`src/rtl/vdp_pkg.sv`:
```
// Shared VDP definitions: access codes, prefetch FSM states and default widths.
package vdp_pkg;

  localparam int unsigned VRAM_AW_DEF = 14;
  localparam int unsigned CRAM_AW_DEF = 5;

  localparam logic [1:0] CODE_VRD  = 2'd0;
  localparam logic [1:0] CODE_VWR  = 2'd1;
  localparam logic [1:0] CODE_REG  = 2'd2;
  localparam logic [1:0] CODE_CRAM = 2'd3;

  typedef enum logic [1:0] {
    StIdle,
    StRdAddr,
    StRdWait,
    StRdCap
  } pf_state_e;

endpackage

```
`src/rtl/vdp_cpu_port_if.sv`:
```
// Z80-side access bus of the VDP: strobe, direction, port select, data and busy.
interface vdp_cpu_port_if;
  logic       cpu_sel;
  logic       cpu_wr;
  logic       cpu_a0;
  logic [7:0] cpu_din;
  logic [7:0] cpu_dout;
  logic       cpu_busy;

  modport master (
    output cpu_sel, cpu_wr, cpu_a0, cpu_din,
    input  cpu_dout, cpu_busy
  );

  modport slave (
    input  cpu_sel, cpu_wr, cpu_a0, cpu_din,
    output cpu_dout, cpu_busy
  );
endinterface

```
`src/rtl/vdp_cpu_port.sv`:
```
// CPU access controller of the VDP: address/code latch, control toggle, read-ahead
// buffer and VRAM prefetch sequencer driving port A of the VRAM dpram.
module vdp_cpu_port
  import vdp_pkg::*;
#(
  parameter int unsigned VRAM_AW = VRAM_AW_DEF,
  parameter int unsigned CRAM_AW = CRAM_AW_DEF
) (
  input  logic               clk,
  input  logic               reset,
  vdp_cpu_port_if.slave      cpu,
  input  logic [7:0]         status_in,
  output logic               status_rd,
  output logic [VRAM_AW-1:0] vram_addr,
  output logic [7:0]         vram_din,
  output logic               vram_we,
  input  logic [7:0]         vram_q,
  output logic [CRAM_AW-1:0] cram_addr,
  output logic [7:0]         cram_din,
  output logic               cram_we,
  output logic [3:0]         reg_num,
  output logic [7:0]         reg_val,
  output logic               reg_we
);

  pf_state_e          state_q, state_d;
  logic [VRAM_AW-1:0] addr_q, addr_d;
  logic [1:0]         code_q, code_d;
  logic               second_q, second_d;
  logic [7:0]         rbuf_q, rbuf_d;
  logic [7:0]         dout_q, dout_d;
  logic               status_rd_q, status_rd_d;
  logic [VRAM_AW-1:0] vram_addr_q, vram_addr_d;
  logic [7:0]         vram_din_q, vram_din_d;
  logic               vram_we_q, vram_we_d;
  logic [CRAM_AW-1:0] cram_addr_q, cram_addr_d;
  logic [7:0]         cram_din_q, cram_din_d;
  logic               cram_we_q, cram_we_d;
  logic [3:0]         reg_num_q, reg_num_d;
  logic [7:0]         reg_val_q, reg_val_d;
  logic               reg_we_q, reg_we_d;
  logic               vram_wr;
  logic [13:0]        hi_addr;

  always_comb begin
    state_d     = state_q;
    addr_d      = addr_q;
    code_d      = code_q;
    second_d    = second_q;
    rbuf_d      = rbuf_q;
    dout_d      = dout_q;
    status_rd_d = 1'b0;
    vram_din_d  = vram_din_q;
    vram_we_d   = 1'b0;
    cram_addr_d = cram_addr_q;
    cram_din_d  = cram_din_q;
    cram_we_d   = 1'b0;
    reg_num_d   = reg_num_q;
    reg_val_d   = reg_val_q;
    reg_we_d    = 1'b0;
    vram_wr     = 1'b0;
    hi_addr     = {cpu.cpu_din[5:0], addr_q[7:0]};

    unique case (state_q)
      StRdAddr: state_d = StRdWait;
      StRdWait: state_d = StRdCap;
      StRdCap: begin
        rbuf_d  = vram_q;
        addr_d  = addr_q + 1'b1;
        state_d = StIdle;
      end
      default: begin
        // Strobes are only accepted while idle; busy strobes leave no trace.
        if (cpu.cpu_sel) begin
          if (cpu.cpu_wr && cpu.cpu_a0) begin
            if (!second_q) begin
              addr_d[7:0] = cpu.cpu_din;
              second_d    = 1'b1;
            end else begin
              addr_d   = hi_addr[VRAM_AW-1:0];
              code_d   = cpu.cpu_din[7:6];
              second_d = 1'b0;
              if (cpu.cpu_din[7:6] == CODE_VRD) state_d = StRdAddr;
              if (cpu.cpu_din[7:6] == CODE_REG) begin
                reg_we_d  = 1'b1;
                reg_num_d = cpu.cpu_din[3:0];
                reg_val_d = addr_q[7:0];
              end
            end
          end else if (cpu.cpu_wr) begin
            second_d = 1'b0;
            rbuf_d   = cpu.cpu_din;
            if (code_q == CODE_CRAM) begin
              cram_we_d   = 1'b1;
              cram_addr_d = addr_q[CRAM_AW-1:0];
              cram_din_d  = cpu.cpu_din;
            end else begin
              vram_wr    = 1'b1;
              vram_we_d  = 1'b1;
              vram_din_d = cpu.cpu_din;
            end
            addr_d = addr_q + 1'b1;
          end else if (!cpu.cpu_a0) begin
            dout_d   = rbuf_q;
            second_d = 1'b0;
            state_d  = StRdAddr;
          end else begin
            dout_d      = status_in;
            status_rd_d = 1'b1;
            second_d    = 1'b0;
          end
        end
      end
    endcase

    // The port tracks the latch except during the write pulse itself.
    vram_addr_d = vram_wr ? addr_q : addr_d;
  end

  always_ff @(posedge clk or posedge reset) begin
    if (reset) begin
      state_q     <= StIdle;
      addr_q      <= '0;
      code_q      <= '0;
      second_q    <= 1'b0;
      rbuf_q      <= '0;
      dout_q      <= '0;
      status_rd_q <= 1'b0;
      vram_addr_q <= '0;
      vram_din_q  <= '0;
      vram_we_q   <= 1'b0;
      cram_addr_q <= '0;
      cram_din_q  <= '0;
      cram_we_q   <= 1'b0;
      reg_num_q   <= '0;
      reg_val_q   <= '0;
      reg_we_q    <= 1'b0;
    end else begin
      state_q     <= state_d;
      addr_q      <= addr_d;
      code_q      <= code_d;
      second_q    <= second_d;
      rbuf_q      <= rbuf_d;
      dout_q      <= dout_d;
      status_rd_q <= status_rd_d;
      vram_addr_q <= vram_addr_d;
      vram_din_q  <= vram_din_d;
      vram_we_q   <= vram_we_d;
      cram_addr_q <= cram_addr_d;
      cram_din_q  <= cram_din_d;
      cram_we_q   <= cram_we_d;
      reg_num_q   <= reg_num_d;
      reg_val_q   <= reg_val_d;
      reg_we_q    <= reg_we_d;
    end
  end

  assign cpu.cpu_dout = dout_q;
  assign cpu.cpu_busy = (state_q != StIdle);
  assign status_rd    = status_rd_q;
  assign vram_addr    = vram_addr_q;
  assign vram_din     = vram_din_q;
  assign vram_we      = vram_we_q;
  assign cram_addr    = cram_addr_q;
  assign cram_din     = cram_din_q;
  assign cram_we      = cram_we_q;
  assign reg_num      = reg_num_q;
  assign reg_val      = reg_val_q;
  assign reg_we       = reg_we_q;

endmodule

```
`src/flat_wrapper.sv`:
```
// flat-port wrapper written by rule: the top's interface ports become plain ports
module vdp_cpu_port_flat import vdp_pkg::*;
#(
  parameter int unsigned VRAM_AW = VRAM_AW_DEF,
  parameter int unsigned CRAM_AW = CRAM_AW_DEF
)
  (clk, reset, status_in, status_rd, vram_addr, vram_din, vram_we, vram_q, cram_addr, cram_din, cram_we, reg_num, reg_val, reg_we, cpu_cpu_sel, cpu_cpu_wr, cpu_cpu_a0, cpu_cpu_din, cpu_cpu_dout, cpu_cpu_busy);
  vdp_cpu_port_if cpu_i ();
  input  logic clk;
  input  logic reset;
  input  logic [7:0] status_in;
  output logic status_rd;
  output logic [VRAM_AW-1:0] vram_addr;
  output logic [7:0] vram_din;
  output logic vram_we;
  input  logic [7:0] vram_q;
  output logic [CRAM_AW-1:0] cram_addr;
  output logic [7:0] cram_din;
  output logic cram_we;
  output logic [3:0] reg_num;
  output logic [7:0] reg_val;
  output logic reg_we;
  input wire logic [$bits(cpu_i.cpu_sel)-1:0] cpu_cpu_sel;
  input wire logic [$bits(cpu_i.cpu_wr)-1:0] cpu_cpu_wr;
  input wire logic [$bits(cpu_i.cpu_a0)-1:0] cpu_cpu_a0;
  input wire logic [$bits(cpu_i.cpu_din)-1:0] cpu_cpu_din;
  output wire logic [$bits(cpu_i.cpu_dout)-1:0] cpu_cpu_dout;
  output wire logic [$bits(cpu_i.cpu_busy)-1:0] cpu_cpu_busy;
  assign cpu_i.cpu_sel = cpu_cpu_sel;
  assign cpu_i.cpu_wr = cpu_cpu_wr;
  assign cpu_i.cpu_a0 = cpu_cpu_a0;
  assign cpu_i.cpu_din = cpu_cpu_din;
  assign cpu_cpu_dout = cpu_i.cpu_dout;
  assign cpu_cpu_busy = cpu_i.cpu_busy;
  vdp_cpu_port #(.VRAM_AW(VRAM_AW), .CRAM_AW(CRAM_AW)) u_core (.clk(clk), .reset(reset), .cpu(cpu_i), .status_in(status_in), .status_rd(status_rd), .vram_addr(vram_addr), .vram_din(vram_din), .vram_we(vram_we), .vram_q(vram_q), .cram_addr(cram_addr), .cram_din(cram_din), .cram_we(cram_we), .reg_num(reg_num), .reg_val(reg_val), .reg_we(reg_we));
endmodule
```
`config.mk`:
```
export PLATFORM = sky130hd
export DESIGN_NAME = vdp_cpu_port_flat
export DESIGN_NICKNAME = d
export VERILOG_FILES = /design/src/rtl/vdp_pkg.sv /design/src/rtl/vdp_cpu_port_if.sv /design/src/rtl/vdp_cpu_port.sv /design/src/flat_wrapper.sv
export SDC_FILE = /design/constraint.sdc
export NUM_CORES = 1
export LEC_CHECK = 0
export BUFFER_PORTS_ARGS = -buffer_cell sky130_fd_sc_hd__buf_2
export CAP_MARGIN = 20
export CORE_ASPECT_RATIO = 0.75
export CORE_UTILIZATION = 50
export DETAILED_ROUTE_END_ITERATION = 7
export PLACE_DENSITY = 0.86
export SYNTH_ARGS = -nofsm -noshare
export SYNTH_HDL_FRONTEND = slang
export SYNTH_SLANG_ARGS = --single-unit
export TNS_END_PERCENT = 5
```
`constraint.sdc`:
```
create_clock -name clk -period 7.8 [get_ports clk]
set_input_delay 0.78 -clock clk [delete_from_list [all_inputs] [get_ports clk]]
set_output_delay 0.78 -clock clk [all_outputs]
set_load 0.05 [all_outputs]
```
==> summary.md, run 1 <==
| Metric | Value |
|---|---|
| Outcome | `finished clean` |
| Proportion of synthesized chip area in sequential cells | `51.2%` |
| GRT overflow | `0` |
| Category of the worst setup path capture point | `register` |
| Largest net degree at the start of global routing | `87` |
| Mux cell area share after synthesis | `12.8%` |
| Wire length of the first global-routing pass | `16300 µm` |
| Synth Register Bits | `86` |
| Net switching share of the total power | `48.1%` |
| Placeable core region | `8020 µm²` |
| Crit Path Max Fanout | `24` |
| DRC marker count from the first detailed-route iteration | `401` |
| Routed vias/inst | `5.96` |
| Skew final | `0.0134 ns` |
| Transition time at the pin with the least slew margin | `0.976 ns` |
| Worst EP arrival | `3.63 ns` |
| Multi-input gate area in the final layout | `1830 µm²` |
| Inserted Clock Buffers | `9` |
| Area occupied by registers | `2150 µm²` |
| Crit path time final | `3.39 ns` |
| Remaining number of nets flagged by the antenna check after routing | `0` |
| Starting density of the core | `52.4%` |
| Internal power contribution | `0.000995 W` |
| Worst hold slack | `0.399 ns` |
| Headroom to the max-slew limit | `34.7%` |
| Die footprint | `8780 µm²` |
| Clock-pin slew of the registers on the worst-case setup and hold paths | `0.10 ns` |
| Post-synthesis cell count | `399` |
| Psw | `0.000924 W` |
| Number of antenna violations at the first check in global routing | `0` |
| YS warnings | `0` |
| Vias in the first global route | `3187` |
| # H-tree levels | `3` |
| Number of clock sinks | `86` |
| Overall via count from detail_route | `3491` |
| Combinational family with the most area after synthesis | `simple AND/OR/NAND/NOR gates` |
| Slew Viols, Final | `0` |
| Final critical-path share of the clock period | `43.4%` |
| Final setup TNS | `0 ns` |
| # DRC | `0` |
| Fmax | `295 MHz` |
| Type of the worst setup path | `reg -> reg` |
| Floorplan die width | `108 µm` |
| HPWL Detailed | `7090 µm` |
| Share of the synthesized netlist area taken by xor and xnor gates | `0.417%` |
| Maximum capacitance violations | `0` |
| Routability-driven placement congestion ratio | `0.914` |
| Critical path startpoint category | `register` |
| IR Drop Worst-Case VDD | `0.295 mV` |
| Mapped cell area | `4200 µm²` |
| Proportion of power drawn by the clock network | `16.4%` |
| Num ports | `89` |
| Pwr/cell area | `397 nW/µm²` |
| Most instantiated flip-flop cell in the synthesis netlist | `sky130_fd_sc_hd__dfrtp_1` |
| Maximum root-to-sink buffer count | `2` |
| Data required time at the worst endpoint | `8.04 ns` |
| Skew-Pair Late Insertion Delay | `0.36 ns` |
| Static Leakage | `2.44 nW` |
| Clock tree from TritonCTS | `yes` |
| Area overhead of the layout relative to synthesis | `15.0%` |
| Std-Cell Rows | `28` |
| RSZ-0062 raised after global routing | `false` |
| Complex-gate fraction of the synthesized area | `13.1%` |
| Count of buffers added by post-CTS timing repair for setup | `0` |
| Most used cells in the layout excluding fill and tap cells | `sky130_fd_sc_hd__buf_2 (88), sky130_fd_sc_hd__dfrtp_1 (86), sky130_fd_sc_hd__nand2_1 (58)` |
| Filler Cell Count | `669` |
| CTS Hold Bufs | `0` |
| Post-route core utilization | `60.3%` |
| Detailed Routing Iterations Pass 1 | `7` |
| Average wire length per cell after detail routing | `17.5 µm` |
| Number of nets at the end of the flow | `511` |
| Total nets after synthesis | `434` |
| CTS resizes | `0` |
| Adder and majority gate portion of the synthesized area | `1.79%` |
| Power share of the sequential group | `36.4%` |
| Setup violations, final | `0` |
| Mean instance size in the synthesized netlist | `10.5 µm²` |
| Path type of the worst min-delay path | `in -> async` |
| Leading cell type in the layout, fill and taps excluded | `sky130_fd_sc_hd__buf_2` |
| Count of final hold-check violations | `0` |
| Simple-gate share of the synthesized area | `15.6%` |
| Root Buffer Master | `sky130_fd_sc_hd__clkbuf_8` |
| Die span in y | `81.4 µm` |
| Number of diodes added for antenna fixing | `0` |
| Post-synth EDFFs | `0` |
| Combinational Power Share | `47.2%` |
| Yosys top cell by area | `sky130_fd_sc_hd__dfrtp_1` |
| Post-detailed-routing wire length | `10300 µm` |
| Layout cells sized above 1 | `30.8%` |
| Overall global routing resource usage | `24.5%` |
| Total of buffers placed on input and output ports | `88` |
| Largest cells by area after synthesis | `sky130_fd_sc_hd__dfrtp_1 (51%), sky130_fd_sc_hd__mux2_2 (7.8%), sky130_fd_sc_hd__nand2_1 (5.2%)` |
| Distinct cell type count after synthesis | `56` |
| Share of async-settable or async-resettable flops after synthesis | `100%` |
| Share of the synthesized area in the top cell type | `51.2%` |
## metrics by stage
stage / cell area (µm²) / instances / total power [W] / setup slack, ns
final: 4840 / 586 / 0.00192 / 4.41
after detailed placement: 4600 / 568 / 0.00160 / 3.99
after CTS: 4800 / 584 / 0.00192 / 4.22
after floorplan: 4200 / 399 / 0.00139 / 4.80
after global routing: 4840 / 586 / 0.00202 / 4.34
after global placement: 4600 / 568 / 0.00158 / 4.23
## critical path: stages, from the launching register on
cell and delay [ns]:
sky130_fd_sc_hd__dfrtp_1 0.41, sky130_fd_sc_hd__inv_1 0.14, sky130_fd_sc_hd__ha_1 0.55, sky130_fd_sc_hd__nand4b_1 0.39, sky130_fd_sc_hd__a21o_2 0.46, sky130_fd_sc_hd__inv_1 0.57
sky130_fd_sc_hd__nor2_1 0.20, sky130_fd_sc_hd__buf_4 0.25, sky130_fd_sc_hd__mux2_2 0.28
## worst paths after layout
path / start / to / slack, ns / depth (start not counted)
setup / recovery: u_core.state_q[0]$_DFFE_PP0P_ / u_core.cram_din[1]$_DFFE_PP0P_ / 4.41 / 8
hold / removal: reset / u_core.cpu.cpu_dout[6]$_DFFE_PP0P_ / 0.40 / 3
setup reg to reg: u_core.state_q[0]$_DFFE_PP0P_ / u_core.cram_din[1]$_DFFE_PP0P_ / 4.41 / 8
hold reg to reg: u_core.cpu.cpu_dout[4]$_DFFE_PP0P_ / u_core.cpu.cpu_dout[4]$_DFFE_PP0P_ / 0.48 / 2
max in group asynchronous: reset / u_core.addr_q[6]$_DFF_PP0_ / 6.76 / 4
min in group clk: u_core.cpu.cpu_dout[4]$_DFFE_PP0P_ / u_core.cpu.cpu_dout[4]$_DFFE_PP0P_ / 0.48 / 2
## power by group through the flow
| stage | Sequential (W) | Clock, W | Combinational (W) |
|---|---|---|---|
| 2_1_floorplan | 0.000990 | 0 | 0.000405 |
| 5_1_grt | 0.000717 | 0.000334 | 0.000972 |
| 3_3_place_gp | 0.000699 | 0 | 0.000877 |
| 6_report | 0.000699 | 0.000315 | 0.000905 |
| 3_5_place_dp | 0.000703 | 0 | 0.000897 |
| 4_1_cts | 0.000696 | 0.000321 | 0.000900 |
## registers in the layout, indices dropped and copies added (netlist names), 2 cells and up
signal and cells:
u_core.state_q 2, u_core.rbuf_q 8, u_core.reg_num 4, u_core.cpu.cpu_dout 8, u_core.reg_val 8, u_core.vram_din 8
u_core.code_q 2, u_core.vram_addr 14, u_core.cram_din 8, u_core.cram_addr 5, u_core.addr_q 14
## cells in the mapped netlist, drive strengths merged, types with 5 or more instances
library cell and number:
dfrtp 86, nand2 58, mux2 29, nor2 29, o21ai 24, a21oi 22, mux2i 21, clkbuf 13
buf 12, nand3 11, inv 10, nor3 7, ha 6, and3 5, o311ai 5
## metal layers
metal	track usage [%]	wire length, µm	vias to the layer above
li1	-	-	1569
met1	35.3	4580	1696
met2	36.4	4500	196
met3	5.08	970	30
met4	9.18	214	0
met5	0	0	-
## cell families (layout without fill, tap and decap cells)
| family | count (synthesis) | after routing |
|---|---|---|
| mux | 50 | 50 |
| fa+ha+maj | 6 | 6 |
| flops | 86 | 86 |
| compound gates | 84 | 84 |
| buf+inv | 35 | 117 |
| simple gates | 136 | 136 |
| xor+xnor | 2 | 2 |
## layout make-up
cell class | count | share of cell area [%]
clock buffers | 10 | 2.64
inverters | 10 | 0.802
multi-input cells | 278 | 37.9
clock inverters | 6 | 1.45
well taps | 105 | 2.72
repair buffers | 91 | 9.99
flip-flops and latches | 86 | 44.5
No activity file was read; power rests on OpenSTA's default activity.
==> inputs of run 2 (changes only) <==
--- a/config.mk
+++ b/config.mk
@@ -8,9 +8,9 @@
 export BUFFER_PORTS_ARGS = -buffer_cell sky130_fd_sc_hd__buf_2
 export CAP_MARGIN = 20
 export CORE_ASPECT_RATIO = 0.75
-export CORE_UTILIZATION = 50
+export CORE_UTILIZATION = 49
 export DETAILED_ROUTE_END_ITERATION = 7
-export PLACE_DENSITY = 0.86
+export PLACE_DENSITY = 0.88
 export SYNTH_ARGS = -nofsm -noshare
 export SYNTH_HDL_FRONTEND = slang
 export SYNTH_SLANG_ARGS = --single-unit
==> constraint.sdc (replaced) <==
create_clock -name clk -period 2.87 [get_ports clk]
set_input_delay 0.287 -clock clk [delete_from_list [all_inputs] [get_ports clk]]
set_output_delay 0.287 -clock clk [all_outputs]
set_load 0.05 [all_outputs]
==> run 2 against run 1 <==
- worst setup slack worse by 4.0 ns
- flip-flop and latch count did not move
- wire length grew 2.4%
==> summary.md, run 2 (synthesized netlist as in run 1, its figures left out) <==
| Metric | Value |
|---|---|
| Headroom to the max-slew limit | `33.3% (-1.3 points)` |
| IR Drop Worst-Case VDD | `0.838 mV (+180%)` |
| Vias in the first global route | `3340 (+4.8%)` |
| Origin of the critical flop-to-flop path | `u_core.state_q[0]$_DFFE_PP0P_` |
| Data required time at the worst endpoint | `3.10 ns (-4.94 ns)` |
| Post-route core utilization | `61.7% (+1.4 points)` |
| Total of buffers placed on input and output ports | `88 (unchanged)` |
| Floorplan die width | `109 µm (+1.0%)` |
| Die span in y | `82.2 µm (+0.99%)` |
| RSZ-0062 raised after global routing | `false` |
| Pwr/cell area | `1130 nW/µm² (+180%)` |
| Std-Cell Rows | `28 (unchanged)` |
| GRT overflow | `0 (unchanged)` |
| Crit path time final | `2.47 ns (-0.922 ns)` |
| Number of nets at the end of the flow | `517 (+1.2%)` |
| Met1 routed wirelength after detailed routing | `4460 µm (-2.5%)` |
| Most used cells in the layout excluding fill and tap cells | `sky130_fd_sc_hd__buf_2 (88), sky130_fd_sc_hd__dfrtp_1 (86), sky130_fd_sc_hd__nand2_1 (58)` |
| Starting density of the core | `51.9% (-0.45 points)` |
| Area overhead of the layout relative to synthesis | `18.8%` |
| Met2 wire length | `4670 µm (+3.7%)` |
| Leading cell type in the layout, fill and taps excluded | `sky130_fd_sc_hd__buf_2` |
| Critical path startpoint category | `register` |
| DRC marker count from the first detailed-route iteration | `393 (-2.0%)` |
| Detailed Routing Iterations Pass 1 | `6 (-1)` |
| Overall via count from detail_route | `3446 (-1.3%)` |
| Count of buffers added by post-CTS timing repair for setup | `0 (unchanged)` |
| Clock-pin slew of the registers on the worst-case setup and hold paths | `0.07 ns (-0.03 ns)` |
| Remaining number of nets flagged by the antenna check after routing | `0 (unchanged)` |
| CTS resizes | `0 (unchanged)` |
| Transition time at the pin with the least slew margin | `0.996 ns (+0.0197 ns)` |
| Inserted Clock Buffers | `9 (unchanged)` |
| Slew Viols, Final | `0 (unchanged)` |
| Sequence of cells on the critical path | `inv_1 -> ha_1 -> buf_4 -> and3b_1 -> a21oi_2 -> nor2_1 -> a221o_1 -> mux2_2` |
| HPWL Detailed | `7270 µm (+2.6%)` |
| Final critical-path share of the clock period | `85.9% (+42 points)` |
| Wire length of the first global-routing pass | `17300 µm (+5.9%)` |
| Layout cells sized above 1 | `31.8% (+1.1 points)` |
| Count of final hold-check violations | `0 (unchanged)` |
| # DRC | `0 (unchanged)` |
| Fmax | `406 MHz (+37%)` |
| Routed vias/inst | `5.81 (-2.5%)` |
| Maximum capacitance violations | `0 (unchanged)` |
| Average wire length per cell after detail routing | `17.7 µm (+1.2%)` |
| Num ports | `89 (unchanged)` |
| Clock tree from TritonCTS | `yes` |
| Met3 layer wire length in the routed design | `1160 µm (+20%)` |
| Crit Path Max Fanout | `17 (-29%)` |
| Skew-Pair Late Insertion Delay | `0.34 ns (-0.02 ns)` |
| Routability-driven placement congestion ratio | `0.884 (-3.3%)` |
| Area occupied by registers | `2150 µm² (unchanged)` |
| Worst EP arrival | `2.69 ns (-0.94 ns)` |
| Outcome | `finished clean` |
| Post-detailed-routing wire length | `10500 µm (+2.4%)` |
| Final setup TNS | `0 ns (unchanged)` |
| Filler Cell Count | `638 (-4.6%)` |
| Category of the worst setup path capture point | `register` |
| CTS Hold Bufs | `0 (unchanged)` |
| Maximum single-stage delay on the critical path | `0.54 ns (-0.03 ns)` |
| Number of antenna violations at the first check in global routing | `1 (+1)` |
| Type of the worst setup path | `reg -> reg` |
| Root Buffer Master | `sky130_fd_sc_hd__clkbuf_16` |
| Maximum root-to-sink buffer count | `2 (unchanged)` |
| Static Leakage | `2.52 nW (+3.2%)` |
| Setup violations, final | `0 (unchanged)` |
| Multi-input gate area in the final layout | `1830 µm² (unchanged)` |
| # H-tree levels | `3 (unchanged)` |
| Top routing layer in use | `met4` |
| Path type of the worst min-delay path | `in -> async` |
| Critical path origin | `u_core.state_q[0]$_DFFE_PP0P_` |
| Overall global routing resource usage | `25.7% (+1.2 points)` |
| Placeable core region | `8090 µm² (+0.87%)` |
| Skew final | `0.00967 ns (-0.00371 ns)` |
| Die footprint | `8960 µm² (+2.0%)` |
| Largest net degree at the start of global routing | `53 (-39%)` |
| Number of clock sinks | `86 (unchanged)` |
| Critical path's slowest cell | `sky130_fd_sc_hd__a21oi_2` |
-- run 2: cell count changes in the layout (fill, tap and decap cells not counted), moves of 2 or more --
cell / before / now
sky130_fd_sc_hd__clkinv_4: 3 / 1
sky130_fd_sc_hd__clkbuf_16: 0 / 9
sky130_fd_sc_hd__buf_4: 2 / 8
sky130_fd_sc_hd__clkbuf_8: 9 / 1
-- run 2: worst max-delay path: cells and delay by family, from the launching register on --
family | cells | cell delay [ns]
AOI/OAI and AO/OA | 2 | 0.85
DFF | 1 | 0.38
and+or+nand+nor | 2 | 0.33
buffers and inverters | 2 | 0.29
muxes | 1 | 0.27
adders and majority gates | 1 | 0.23
-- run 2: cell type report --
cell class	count	share of cell area [%]
tap	105	2.63
clock inverter	6	1.50
antenna	1	0.0501
multi-input combinational	278	36.7
timing repair buffer	97	10.4
inverter	10	0.777
sequential	86	43.1
clock buffer	10	4.79
-- run 2: metal layers --
metal | global-route usage (%) | up-vias
met3 | 9.42 | 32
met5 | 0 | -
met4 | 7.16 | 0
li1 | - | 1581
met1 | 34.8 | 1638
met2 | 38.8 | 195
-- run 2: where the power goes --
part | switching [W] | total (W) | internal [W]
Clock | 0.000507 | 0.00122 | 0.000712
Sequential | 0.000299 | 0.00190 | 0.00161
Combinational | 0.00178 | 0.00250 | 0.000717
Total | 0.00258 | 0.00562 | 0.00303
-- run 2: metrics by stage --
stage / area, µm² / cells / hold WS [ns] / power [W] / worst slack [ns]
floorplan: 4200 / 399 / 0.392 / 0.00379 / 0.361
global route: 4990 / 592 / 0.181 / 0.00593 / 0.277
detailed placement: 4670 / 575 / 0.458 / 0.00438 / 0.450
finish: 4990 / 593 / 0.112 / 0.00562 / 0.405
CTS: 4980 / 591 / 0.144 / 0.00562 / 0.439
global placement: 4670 / 575 / 0.456 / 0.00429 / 0.590
-- run 2: final timing paths --
check,endpoint,slack [ns],cells past startpoint
setup reg to reg,u_core.vram_addr[0]$_DFF_PP0_,0.40,8
hold reg to reg,u_core.cpu.cpu_dout[6]$_DFFE_PP0P_,0.48,2
hold / removal,u_core.cpu.cpu_dout[0]$_DFFE_PP0P_,0.11,2
max in group asynchronous,u_core.addr_q[3]$_DFF_PP0_,2.07,3
min in group clk,u_core.cpu.cpu_dout[5]$_DFFE_PP0P_,0.24,3
setup / recovery,u_core.vram_addr[0]$_DFF_PP0_,0.40,8
==> inputs of run 3 (changes only) <==
--- a/config.mk
+++ b/config.mk
@@ -11,6 +11,7 @@
 export CORE_UTILIZATION = 49
 export DETAILED_ROUTE_END_ITERATION = 7
 export PLACE_DENSITY = 0.88
+export RECOVER_POWER = 100
 export SYNTH_ARGS = -nofsm -noshare
 export SYNTH_HDL_FRONTEND = slang
 export SYNTH_SLANG_ARGS = --single-unit
==> run 3 against run 2 <==
- largest cell class unchanged
- die area stayed put
- the flow now finishes with violations (capacitance limit, slew limit)
- largest power group unchanged
- sequential share of layout area grew 1.1 points
- critical path depth did not move
- highest routed layer unchanged
- final cell count down 0.17%
- flip-flop and latch count did not move
- maximum frequency decreased by 0.91%
==> summary.md, run 3 (synthesized netlist as in run 1, its figures left out) <==
| Metric | Value |
|---|---|
| Skew-Pair Late Insertion Delay | `0.34 ns (about the same)` |
| Met3 GRT Util | `9.42% (unchanged)` |
| DRC marker count from the first detailed-route iteration | `389 (-1.0%)` |
| Setup violations, final | `0 (unchanged)` |
| Count of buffers added by post-CTS timing repair for setup | `0 (unchanged)` |
| Number of cells on the worst hold path | `3` |
| Grt met2 use | `38.8% (unchanged)` |
| Sequence of cells on the critical path | `inv_1 -> ha_1 -> nand4b_1 -> a21o_2 -> inv_1 -> clkbuf_1 -> a21oi_1 -> a31oi_1` |
| Root Buffer Master | `sky130_fd_sc_hd__clkbuf_16` |
| Number of diodes added for antenna fixing | `0 (-1)` |
| Clock-pin slew of the registers on the worst-case setup and hold paths | `0.07 ns (about the same)` |
| CTS Hold Bufs | `0 (unchanged)` |
| Clock tree from TritonCTS | `yes` |
| Data required time at the worst endpoint | `3.08 ns (-0.02 ns)` |
| Routability-driven placement congestion ratio | `0.884 (unchanged)` |
| Remaining number of nets flagged by the antenna check after routing | `0 (unchanged)` |
| Crit path time final | `2.49 ns (+0.0226 ns)` |
| Floorplan die width | `109 µm (unchanged)` |
| Std-Cell Rows | `28 (unchanged)` |
| # H-tree levels | `3 (unchanged)` |
| Filler Cell Count | `683 (+7.1%)` |
| Crit path max-delay family | `buffers and inverters` |
| Headroom to the max-slew limit | `-50.6% (-84 points)` |
| Area occupied by registers | `2150 µm² (unchanged)` |
| Psw | `0.00259 W (+0.36%)` |
| Multi-input gate area in the final layout | `1820 µm² (-0.68%)` |
| Worst EP arrival | `2.70 ns (about the same)` |
| Number of clock sinks | `86 (unchanged)` |
| Combinational Power Share | `43.4% (-1.0 points)` |
| Inserted Clock Buffers | `9 (unchanged)` |
| Critical path startpoint category | `register` |
| Total of buffers placed on input and output ports | `88 (unchanged)` |
| Maximum root-to-sink buffer count | `2 (unchanged)` |
| Critical path depth | `8 (unchanged)` |
| Maximum capacitance violations | `1 (+1)` |
| GRT overflow | `0 (unchanged)` |
| Routed vias/inst | `5.86 (+0.87%)` |
| Power share of the sequential group | `34.5% (+0.6 points)` |
| Layout Cell Area excl Fill | `4870 µm² (-2.4%)` |
| Peak-usage layer in the global routing report | `met2` |
| Final critical-path share of the clock period | `86.7% (+0.79 points)` |
| Critical path's slowest cell | `sky130_fd_sc_hd__clkbuf_1` |
| Most used cells in the layout excluding fill and tap cells | `sky130_fd_sc_hd__dfrtp_1 (86), sky130_fd_sc_hd__clkbuf_1 (63), sky130_fd_sc_hd__nand2_1 (58)` |
| Failing checks | `capacitance limit, slew limit` |
| Fmax | `402 MHz (-0.91%)` |
| RSZ-0062 raised after global routing | `false` |
| Placeable core region | `8090 µm² (unchanged)` |
| Overall via count from detail_route | `3470 (+0.70%)` |
| Outcome | `finished with violations` |
| Overall global routing resource usage | `25.7% (unchanged)` |
| Number of nets at the end of the flow | `517 (unchanged)` |
| Pwr/cell area | `1140 nW/µm² (+0.97%)` |
| Global Route met1 Usage | `34.8% (unchanged)` |
| Num ports | `89 (unchanged)` |
| Number of antenna violations at the first check in global routing | `0 (-1)` |
| Transition time at the pin with the least slew margin | `2.25 ns (+1.25 ns)` |
| Static Leakage | `2.26 nW (-10%)` |
| Total cell area at the placement stage | `4670 µm² (unchanged)` |
| Post-detailed-routing wire length | `10500 µm (+0.16%)` |
| Average wire length per cell after detail routing | `17.8 µm (+0.33%)` |
| Die footprint | `8960 µm² (unchanged)` |
| Area overhead of the layout relative to synthesis | `15.9%` |
| Crit Path Max Fanout | `19 (+2)` |
| Detailed Routing Iterations Pass 1 | `5 (-1)` |
| Layout cells sized above 1 | `18.1% (-14 points)` |
| Type of the worst setup path | `reg -> reg` |
| Vias in the first global route | `3340 (unchanged)` |
| Skew final | `0.0106 ns (+0.000976 ns)` |
| Leading cell type in the layout, fill and taps excluded | `sky130_fd_sc_hd__dfrtp_1` |
| HPWL Detailed | `7270 µm (unchanged)` |
| Count of final hold-check violations | `0 (unchanged)` |
| Maximum single-stage delay on the critical path | `0.72 ns (+0.18 ns)` |
| Die span in y | `82.2 µm (unchanged)` |
| Most prevalent standard cell on the critical path | `sky130_fd_sc_hd__inv_1` |
| CTS resizes | `0 (unchanged)` |
| Proportion of power drawn by the clock network | `22.0% (+0.3 points)` |
| Largest net degree at the start of global routing | `53 (unchanged)` |
| Internal power contribution | `0.00295 W (-3.0%)` |
| Worst r2r path cells | `8 (unchanged)` |
| Buffers plus inverters on the worst setup path | `3 (+1)` |
| Net switching share of the total power | `46.8% (+0.83 points)` |
| Category of the worst setup path capture point | `register` |
| Final setup TNS | `0 ns (unchanged)` |
| # DRC | `0 (unchanged)` |
| IR Drop Worst-Case VDD | `0.801 mV (-4.4%)` |
| Wire length of the first global-routing pass | `17300 µm (unchanged)` |
| Starting density of the core | `51.9% (unchanged)` |
| Path type of the worst min-delay path | `in -> reg` |
| Slew Viols, Final | `53 (+53)` |
run 3: worst min-delay path: stages:
cell,delay (ns)
sky130_fd_sc_hd__buf_2,0.08
sky130_fd_sc_hd__mux2i_1,0.05
sky130_fd_sc_hd__a21oi_1,0.13
run 3: final timing paths:
| kind | start | slack (ns) | end |
|---|---|---|---|
| worst max register to register | u_core.state_q[0]$_DFFE_PP0P_ | 0.38 | u_core.vram_addr[2]$_DFF_PP0_ |
| worst min register to register | u_core.cpu.cpu_dout[6]$_DFFE_PP0P_ | 0.49 | u_core.cpu.cpu_dout[6]$_DFFE_PP0P_ |
| min in group asynchronous | reset | 0.53 | u_core.cpu.cpu_dout[0]$_DFFE_PP0P_ |
| worst min-delay path | vram_q[1] | 0.24 | u_core.rbuf_q[1]$_DFFE_PP0P_ |
| worst max-delay path | u_core.state_q[0]$_DFFE_PP0P_ | 0.38 | u_core.vram_addr[2]$_DFF_PP0_ |
| max in group asynchronous | reset | 0.70 | u_core.addr_q[3]$_DFF_PP0_ |
run 3: layout make-up:
type / count / share of cell area (%)
tap: 105 / 2.70
multi-input combinational: 278 / 37.4
sequential: 86 / 44.2
clock inverter: 6 / 1.54
clock buffer: 10 / 4.90
timing repair buffer: 97 / 8.55
inverter: 10 / 0.796
run 3: power groups by stage:
stage / combinational, W / sequential (W) / clock (W)
final: 0.00241 / 0.00191 / 0.00122
after CTS: 0.00249 / 0.00190 / 0.00124
after floorplan: 0.00110 / 0.00269 / 0
after global placement: 0.00240 / 0.00189 / 0
after detailed placement: 0.00248 / 0.00191 / 0
after global routing: 0.00259 / 0.00196 / 0.00129
run 3: stage by stage:
stage               std cells  util [%]  total power (W)  setup WS, ns  hold slack (ns)
floorplan                 399         -          0.00379         0.361            0.392
global placement          575      57.7          0.00429         0.590            0.456
detailed placement        575      57.7          0.00438         0.450            0.458
CTS                       591      61.6          0.00562         0.439            0.144
global route              592      60.2          0.00584         0.176            0.254
finish                    592      60.2          0.00554         0.382            0.245
run 3: layer usage:
layer  vias up  routed length [µm]
met5         -                   0
met4         0                 166
met3        23                1060
met2       174                4760
met1      1696                4540
li1       1577                   -
